**config.mk**
```make
export PLATFORM = sky130hd
export DESIGN_NAME = i2c_target_flat
export DESIGN_NICKNAME = d
export VERILOG_FILES = /design/src/rtl/i2c_target_if.sv /design/src/rtl/i2c_target.sv /design/src/flat_wrapper.sv
export SDC_FILE = /design/constraint.sdc
export NUM_CORES = 1
export LEC_CHECK = 0
export CORE_UTILIZATION = 55
export DETAILED_ROUTE_END_ITERATION = 7
export GPL_ROUTABILITY_DRIVEN = 0
export MAX_ROUTING_LAYER = met4
export PLACE_DENSITY = 0.82
export SLEW_MARGIN = 20
export SYNTH_ARGS = -nofsm -noshare
export SYNTH_HDL_FRONTEND = slang
export SYNTH_SLANG_ARGS = --single-unit
```
**constraint.sdc**
```tcl
create_clock -name clk_i -period 5.15 [get_ports clk_i]
set_clock_uncertainty 0.1 [all_clocks]
set_input_delay 0.515 -clock clk_i [delete_from_list [all_inputs] [get_ports clk_i]]
set_output_delay 0.515 -clock clk_i [all_outputs]
set_load 0.1 [all_outputs]
```
**src/rtl/i2c_target_if.sv**
```systemverilog
// i2c_target_if: bus pins and synchronous register port of the I2C target
interface i2c_target_if;
    logic       scl_i;
    logic       sda_i;
    logic       sda_oe_o;
    logic       wr_en_o;
    logic [7:0] wr_addr_o;
    logic [7:0] wr_data_o;
    logic       rd_en_o;
    logic [7:0] rd_addr_o;
    logic [7:0] rd_data_i;
    logic       busy_o;
    logic       done_o;
    modport slave (
        input  scl_i, sda_i, rd_data_i,
        output sda_oe_o, wr_en_o, wr_addr_o, wr_data_o, rd_en_o, rd_addr_o, busy_o, done_o
    );
    modport master (
        output scl_i, sda_i, rd_data_i,
        input  sda_oe_o, wr_en_o, wr_addr_o, wr_data_o, rd_en_o, rd_addr_o, busy_o, done_o
    );
endinterface

```
**src/rtl/i2c_target.sv**
```systemverilog
// i2c_target: oversampling I2C/SCCB responder with auto-incrementing register pointer
module i2c_target #(
    parameter logic [6:0] TARGET_ADDR = 7'h21,
    parameter int          SYNC_STAGES = 2
) (
    input logic         clk_i,
    input logic         reset_i,
    i2c_target_if.slave bus
);
    typedef enum logic [3:0] {
        IDLE, ADDR, ADDR_ACK, REG, REG_ACK, WDATA, WDATA_ACK, RDATA, RDATA_ACK
    } state_e;
    state_e                 state_q, state_d;
    logic [SYNC_STAGES-1:0] scl_sync_q, sda_sync_q;
    logic                   scl_prev_q, sda_prev_q;
    logic [2:0]             cnt_q, cnt_d;
    logic [7:0]             shift_q, shift_d, ptr_q, ptr_d;
    logic [7:0]             wr_addr_q, wr_addr_d, wr_data_q, wr_data_d;
    logic                   rw_q, rw_d, oe_q, oe_d, busy_q, busy_d, done_q, done_d;
    logic                   wr_en_q, wr_en_d, rd_en_q, rd_en_d, load_q;
    logic                   scl_s, sda_s, scl_rise, scl_fall, bus_start, bus_stop, byte_done;
    logic [7:0]             rx_byte;
    assign scl_s     = scl_sync_q[SYNC_STAGES-1];
    assign sda_s     = sda_sync_q[SYNC_STAGES-1];
    assign scl_rise  = scl_s & ~scl_prev_q;
    assign scl_fall  = ~scl_s & scl_prev_q;
    assign bus_start = scl_s & scl_prev_q & sda_prev_q & ~sda_s;
    assign bus_stop  = scl_s & scl_prev_q & ~sda_prev_q & sda_s;
    assign rx_byte   = {shift_q[6:0], sda_s};
    assign byte_done = scl_rise & (cnt_q == 3'd0);
    always_ff @(posedge clk_i) begin
        if (reset_i) begin
            state_q    <= IDLE;
            scl_sync_q <= '1;
            sda_sync_q <= '1;
            scl_prev_q <= 1'b1;
            sda_prev_q <= 1'b1;
            cnt_q      <= 3'd7;
            shift_q    <= 8'h00;
            ptr_q      <= 8'h00;
            wr_addr_q  <= 8'h00;
            wr_data_q  <= 8'h00;
            rw_q       <= 1'b0;
            oe_q       <= 1'b0;
            busy_q     <= 1'b0;
            done_q     <= 1'b0;
            wr_en_q    <= 1'b0;
            rd_en_q    <= 1'b0;
            load_q     <= 1'b0;
        end else begin
            state_q    <= state_d;
            scl_sync_q <= {scl_sync_q[SYNC_STAGES-2:0], bus.scl_i};
            sda_sync_q <= {sda_sync_q[SYNC_STAGES-2:0], bus.sda_i};
            scl_prev_q <= scl_s;
            sda_prev_q <= sda_s;
            cnt_q      <= cnt_d;
            shift_q    <= shift_d;
            ptr_q      <= ptr_d;
            wr_addr_q  <= wr_addr_d;
            wr_data_q  <= wr_data_d;
            rw_q       <= rw_d;
            oe_q       <= oe_d;
            busy_q     <= busy_d;
            done_q     <= done_d;
            wr_en_q    <= wr_en_d;
            rd_en_q    <= rd_en_d;
            load_q     <= rd_en_q;
        end
    end
    // In the ACK states oe_q doubles as the phase marker: first fall drives, second fall ends the bit
    always_comb begin
        state_d = state_q;
        if (bus_start) state_d = ADDR;
        else if (bus_stop) state_d = IDLE;
        else begin
            case (state_q)
                ADDR:               if (byte_done) state_d = (rx_byte[7:1] == TARGET_ADDR) ? ADDR_ACK : IDLE;
                ADDR_ACK:           if (scl_fall && oe_q) state_d = rw_q ? RDATA : REG;
                REG:                if (byte_done) state_d = REG_ACK;
                REG_ACK, WDATA_ACK: if (scl_fall && oe_q) state_d = WDATA;
                WDATA:              if (byte_done) state_d = WDATA_ACK;
                RDATA:              if (scl_fall && !load_q && cnt_q == 3'd0) state_d = RDATA_ACK;
                RDATA_ACK:          if (scl_fall) state_d = shift_q[0] ? IDLE : RDATA;
                default: ;
            endcase
        end
    end
    // The bit counter wraps 0 -> 7 on the last bit, so it is ready for the next byte
    always_comb begin
        cnt_d     = cnt_q;
        shift_d   = shift_q;
        ptr_d     = ptr_q;
        wr_addr_d = wr_addr_q;
        wr_data_d = wr_data_q;
        rw_d      = rw_q;
        oe_d      = oe_q;
        busy_d    = busy_q;
        done_d    = 1'b0;
        wr_en_d   = 1'b0;
        rd_en_d   = 1'b0;
        if (bus_start) begin
            cnt_d = 3'd7;
            oe_d  = 1'b0;
        end else if (bus_stop) begin
            oe_d   = 1'b0;
            busy_d = 1'b0;
            done_d = busy_q;
        end else begin
            case (state_q)
                ADDR, REG, WDATA: if (scl_rise) begin
                    shift_d = rx_byte;
                    cnt_d   = cnt_q - 3'd1;
                    if (byte_done && state_q == ADDR && rx_byte[7:1] == TARGET_ADDR) begin
                        busy_d = 1'b1;
                        rw_d   = rx_byte[0];
                    end
                    if (byte_done && state_q == REG) ptr_d = rx_byte;
                    if (byte_done && state_q == WDATA) begin
                        wr_en_d   = 1'b1;
                        wr_addr_d = ptr_q;
                        wr_data_d = rx_byte;
                        ptr_d     = ptr_q + 8'd1;
                    end
                end
                ADDR_ACK, REG_ACK, WDATA_ACK: if (scl_fall) begin
                    oe_d    = ~oe_q;
                    rd_en_d = oe_q & rw_q & (state_q == ADDR_ACK);
                end
                RDATA: begin
                    if (load_q) begin
                        shift_d = bus.rd_data_i;
                        oe_d    = ~bus.rd_data_i[7];
                    end else if (scl_fall) begin
                        oe_d    = (cnt_q != 3'd0) & ~shift_q[6];
                        shift_d = {shift_q[6:0], 1'b0};
                        cnt_d   = cnt_q - 3'd1;
                    end
                end
                RDATA_ACK: begin
                    if (scl_rise) shift_d = rx_byte;
                    if (scl_fall && !shift_q[0]) begin
                        ptr_d   = ptr_q + 8'd1;
                        rd_en_d = 1'b1;
                    end
                end
                default: ;
            endcase
        end
    end
    assign bus.sda_oe_o  = oe_q;
    assign bus.wr_en_o   = wr_en_q;
    assign bus.wr_addr_o = wr_addr_q;
    assign bus.wr_data_o = wr_data_q;
    assign bus.rd_en_o   = rd_en_q;
    assign bus.rd_addr_o = ptr_q;
    assign bus.busy_o    = busy_q;
    assign bus.done_o    = done_q;
endmodule

```
**src/flat_wrapper.sv**
```systemverilog
// flat-port wrapper written by rule: the top's interface ports become plain ports
module i2c_target_flat 
#(
    parameter logic [6:0] TARGET_ADDR = 7'h21,
    parameter int          SYNC_STAGES = 2
)
  (clk_i, reset_i, bus_scl_i, bus_sda_i, bus_rd_data_i, bus_sda_oe_o, bus_wr_en_o, bus_wr_addr_o, bus_wr_data_o, bus_rd_en_o, bus_rd_addr_o, bus_busy_o, bus_done_o);
  i2c_target_if bus_i ();
  input logic clk_i;
  input logic reset_i;
  input wire logic [$bits(bus_i.scl_i)-1:0] bus_scl_i;
  input wire logic [$bits(bus_i.sda_i)-1:0] bus_sda_i;
  input wire logic [$bits(bus_i.rd_data_i)-1:0] bus_rd_data_i;
  output wire logic [$bits(bus_i.sda_oe_o)-1:0] bus_sda_oe_o;
  output wire logic [$bits(bus_i.wr_en_o)-1:0] bus_wr_en_o;
  output wire logic [$bits(bus_i.wr_addr_o)-1:0] bus_wr_addr_o;
  output wire logic [$bits(bus_i.wr_data_o)-1:0] bus_wr_data_o;
  output wire logic [$bits(bus_i.rd_en_o)-1:0] bus_rd_en_o;
  output wire logic [$bits(bus_i.rd_addr_o)-1:0] bus_rd_addr_o;
  output wire logic [$bits(bus_i.busy_o)-1:0] bus_busy_o;
  output wire logic [$bits(bus_i.done_o)-1:0] bus_done_o;
  assign bus_i.scl_i = bus_scl_i;
  assign bus_i.sda_i = bus_sda_i;
  assign bus_i.rd_data_i = bus_rd_data_i;
  assign bus_sda_oe_o = bus_i.sda_oe_o;
  assign bus_wr_en_o = bus_i.wr_en_o;
  assign bus_wr_addr_o = bus_i.wr_addr_o;
  assign bus_wr_data_o = bus_i.wr_data_o;
  assign bus_rd_en_o = bus_i.rd_en_o;
  assign bus_rd_addr_o = bus_i.rd_addr_o;
  assign bus_busy_o = bus_i.busy_o;
  assign bus_done_o = bus_i.done_o;
  i2c_target #(.TARGET_ADDR(TARGET_ADDR), .SYNC_STAGES(SYNC_STAGES)) u_core (.clk_i(clk_i), .reset_i(reset_i), .bus(bus_i));
endmodule
```
==> results by group <==
Synth
  – Post-Synthesis Cell Area: 2530 um^2
  – Post-synthesis sequential area ratio: 40.4%
  – Adder-cell share of the synthesized area: 1.88%
  – Area share of xor/xnor cells in the synthesized design: 1.04%
  – Cell types occupying the most area after synthesis: dfxtp_1, nor2_1, mux2i_1, a21oi_1, nand2_1
  – Most frequently used cell type in the post-synthesis netlist: dfxtp_1
  – Most used DFF post-synth: dfxtp_1
  – Compound-gate portion of the synthesized area: 19.9%
  – Synth top cells by count: dfxtp_1, nor2_1, nand2_1, a21oi_1
  – Syn nets: 310
  – Count of flip-flops with a built-in enable after synthesis: 0
  – Number of distinct library cell variants in the gate-level netlist after synthesis: 53
  – Largest family of logic cells by synthesized area: simple AND/OR/NAND/NOR gates
  – Post-synthesis instance total: 295
  – Largest area contributor in the synthesized netlist: dfxtp_1
  – Mux contribution to synthesized area: 5.99%
  – Post-synth top area share: 40.4%
  – Flip-flop and latch count after synthesis: 51
  – Number of warning messages in the yosys log: 0
  – Share of synthesized registers carrying an async set or reset: 0%
  – Syn Area/Cell: 8.57 um^2
  – Share of synthesized cell area in and, or, nand and nor gates: 25.3%

STA
  – Actual slew at the worst max-slew pin: 0.998 ns
  – Setup Viol. Count Final: 0
  – Worst slew margin relative to its limit: 33.3%
  – Final critical-path required period: 2.62 ns
  – RSZ-0062 raised after global routing: no
  – Number of pins exceeding their max-slew limit in the final report: 0
  – Post-route fraction of the period consumed by the critical path: 50.8%
  – Setup TNS after final layout: 0 ns
  – Count of final hold-check violations: 0
  – Fmax achieved: 382 MHz
  – Final Worst Setup Slack: 2.53 ns

Min path
  – Worst min-delay path category: register to register
  – Worst Min Path Start: u_core.sda_sync_q[0]$_SDFF_PP1_
  – Hold Path Depth: 1

Setup path
  – Crit path kind: register to register
  – Data required time at the worst endpoint: 5.27 ns
  – Arr. time, crit path: 2.74 ns
  – Launching element type of the critical path: register
  – Origin of the worst setup path: u_core.state_q[0]$_SDFFE_PP0P_
  – Crit Path Max Fanout: 14
  – CP Capture Type: register
  – R2r worst-path depth: 5
  – Startpoint of the most critical register-to-register path: u_core.state_q[0]$_SDFFE_PP0P_

Detailed routing
  – Total number of vias: 2281
  – Number of remaining DRC errors: 0
  – Total Routed Length: 5980 um
  – Violation count after the first detailed-route iteration: 224
  – Final antenna-violating net count: 0
  – Vias per std cell: 6.02
  – Post-detailed-route wirelength per cell: 15.8 um
  – Number of search-and-repair iterations in the first detailed-routing pass: 6

CTS
  – Clock tree root buffer cell: clkbuf_8
  – Clock insertion delay at the later pin of the skew report: 0.32 ns
  – Maximum root-to-sink buffer count: 2
  – Cts-stage hold buffer count: 0
  – TritonCTS clock tree: done
  – Clock-pin slew on the worst setup and hold paths: 0.10 ns
  – Post-CTS Repair Setup Buffers: 0
  – CTS HTree Levels: 2
  – CTS resizes: 0
  – Number of buffers created by CTS: 5
  – CTS sink count: 51

Floorplan
  – Die Outline Area: 4870 um^2
  – Chip Width: 69.8 um
  – Height of the chip: 69.8 um
  – Count of standard-cell rows: 24
  – Core box area: 4380 um^2
  – Effective utilization at floorplan: 57.7%
  – IO Pins: 41

Global routing
  – Initial antenna violation count: 0
  – Wire length of the first global-routing pass: 10000 um
  – Pin count of the biggest net entering global routing: 32
  – Number of global-route vias before repair: 2041
  – Global route overflow: 0
  – Total track usage: 26.5%

Finish
  – Final layout net count: 341
  – Area growth syn-to-layout: 19.1%
  – Number of cells in the finished layout apart from fillers: 379
  – Share of layout cells above drive strength 1: 8.56%
  – Post-route cell area: 3010 um^2
  – Antenna diode count: 0
  – Fill cell total of the finished layout: 360

Place
  – PortBufs: 40
  – Worst slack at placement: 2.70 ns
  – Placed Cells: 371
  – Placed inst area: 2910 um^2
  – Post-detail-place hpwl: 4150 um

Power
  – Worst vdd rail ir drop: 0.132 mV
  – Reported leakage power: 1.03 nW
  – Total power per unit cell area: 238 nW/um^2

Flow run
  – Maximum capacitance violations: 0

Outcome
  – Run status: finished clean
-- flip-flops by register name, indices dropped and copies added (netlist names), 2 cells and up --
register and cells:
u_core.sda_sync_q 2, u_core.bus.wr_addr_o 8, u_core.scl_sync_q 2, u_core.state_q 4
u_core.bus.wr_data_o 8, u_core.bus.rd_addr_o 8, u_core.cnt_q 3, u_core.shift_q 7
-- path summary, 6_finish.rpt --
path                                     endpoint  slack (ns)
max          u_core.bus.rd_addr_o[2]$_SDFFE_PP0P_        2.53
min               u_core.sda_sync_q[1]$_SDFF_PP1_        0.31
max reg2reg  u_core.bus.rd_addr_o[2]$_SDFFE_PP0P_        2.53
min reg2reg       u_core.sda_sync_q[1]$_SDFF_PP1_        0.31
-- critical path, cell delays in order (launching register included) --
cell and delay, ns:
dfxtp_1 0.57, nor2b_1 0.43, nand3_1 0.18, o22ai_1 0.76
nand2b_1 0.27, o32ai_1 0.21
-- layout make-up --
cell class                      count  area, um^2  area share [%]
Clock buffer                        6        82.6            2.74
Timing Repair Buffer               42         415            13.8
Multi-Input combinational cell    215        1370            45.5
Sequential cell                    51        1020            33.9
Tap cell                           52        65.1            2.16
Clock inverter                      2        16.3           0.540
Inverter                           11        41.3            1.37
-- metrics by stage --
stage          util [%]  power [W]  hold WS [ns]
2_1_floorplan         -   0.000454         0.289
3_3_place_gp       66.4   0.000470         0.292
3_5_place_dp       66.4   0.000472         0.295
4_1_cts            68.7   0.000716         0.318
5_1_grt            68.7   0.000744         0.328
6_report           68.7   0.000715         0.314
-- report_power, final --
part / leakage [nW] / total (W) / switching (W) / internal [W]
Combinational: 0.571 / 0.0000517 / 0.0000276 / 0.0000242
Sequential: 0.413 / 0.000412 / 0.0000111 / 0.000400
Clock: 0.0474 / 0.000252 / 0.000142 / 0.000110
-- layout by cell type (no fill, tap or decap), types with 2 or more instances in the layout --
cell type	synthesis	routed
nor2b_1	7	7
o2bb2ai_1	2	2
a311oi_1	5	5
a21oi_1	18	18
dfxtp_1	51	51
xnor2_1	3	3
nor3_1	8	8
nor3b_1	2	2
nand2_1	23	23
clkbuf_8	0	6
o32ai_1	5	5
a211oi_1	6	6
o21a_1	2	2
clkdlybuf4s50_1	0	40
a31oi_1	4	4
o22ai_1	3	3
inv_1	11	11
o21ai_0	4	4
ha_1	3	3
nor4b_1	2	2
nand3_1	14	14
a21boi_0	3	3
or2_2	10	10
mux2i_1	14	14
nor2_1	38	38
nand2b_1	9	9
buf_4	1	2
nand4_1	2	2
a311oi_2	3	3
or3_1	2	2
o31a_1	2	2
-- layer usage --
metal	global-route usage, %	share of wire (%)
met5	-	0
met4	7.78	1.4
met3	5.52	5.3
met2	40.4	48
met1	35.7	46
-- logic make-up (layout without fill, tap and decap cells) --
| kind of cell | after synthesis | in the layout |
|---|---|---|
| compound gates | 67 | 67 |
| xor+xnor | 3 | 3 |
| fa+ha+maj | 4 | 4 |
| simple gates | 126 | 126 |
| mux | 15 | 15 |
| flops | 51 | 51 |
| buf+inv | 29 | 61 |
Note: power is estimated with default switching activity, not from simulation.
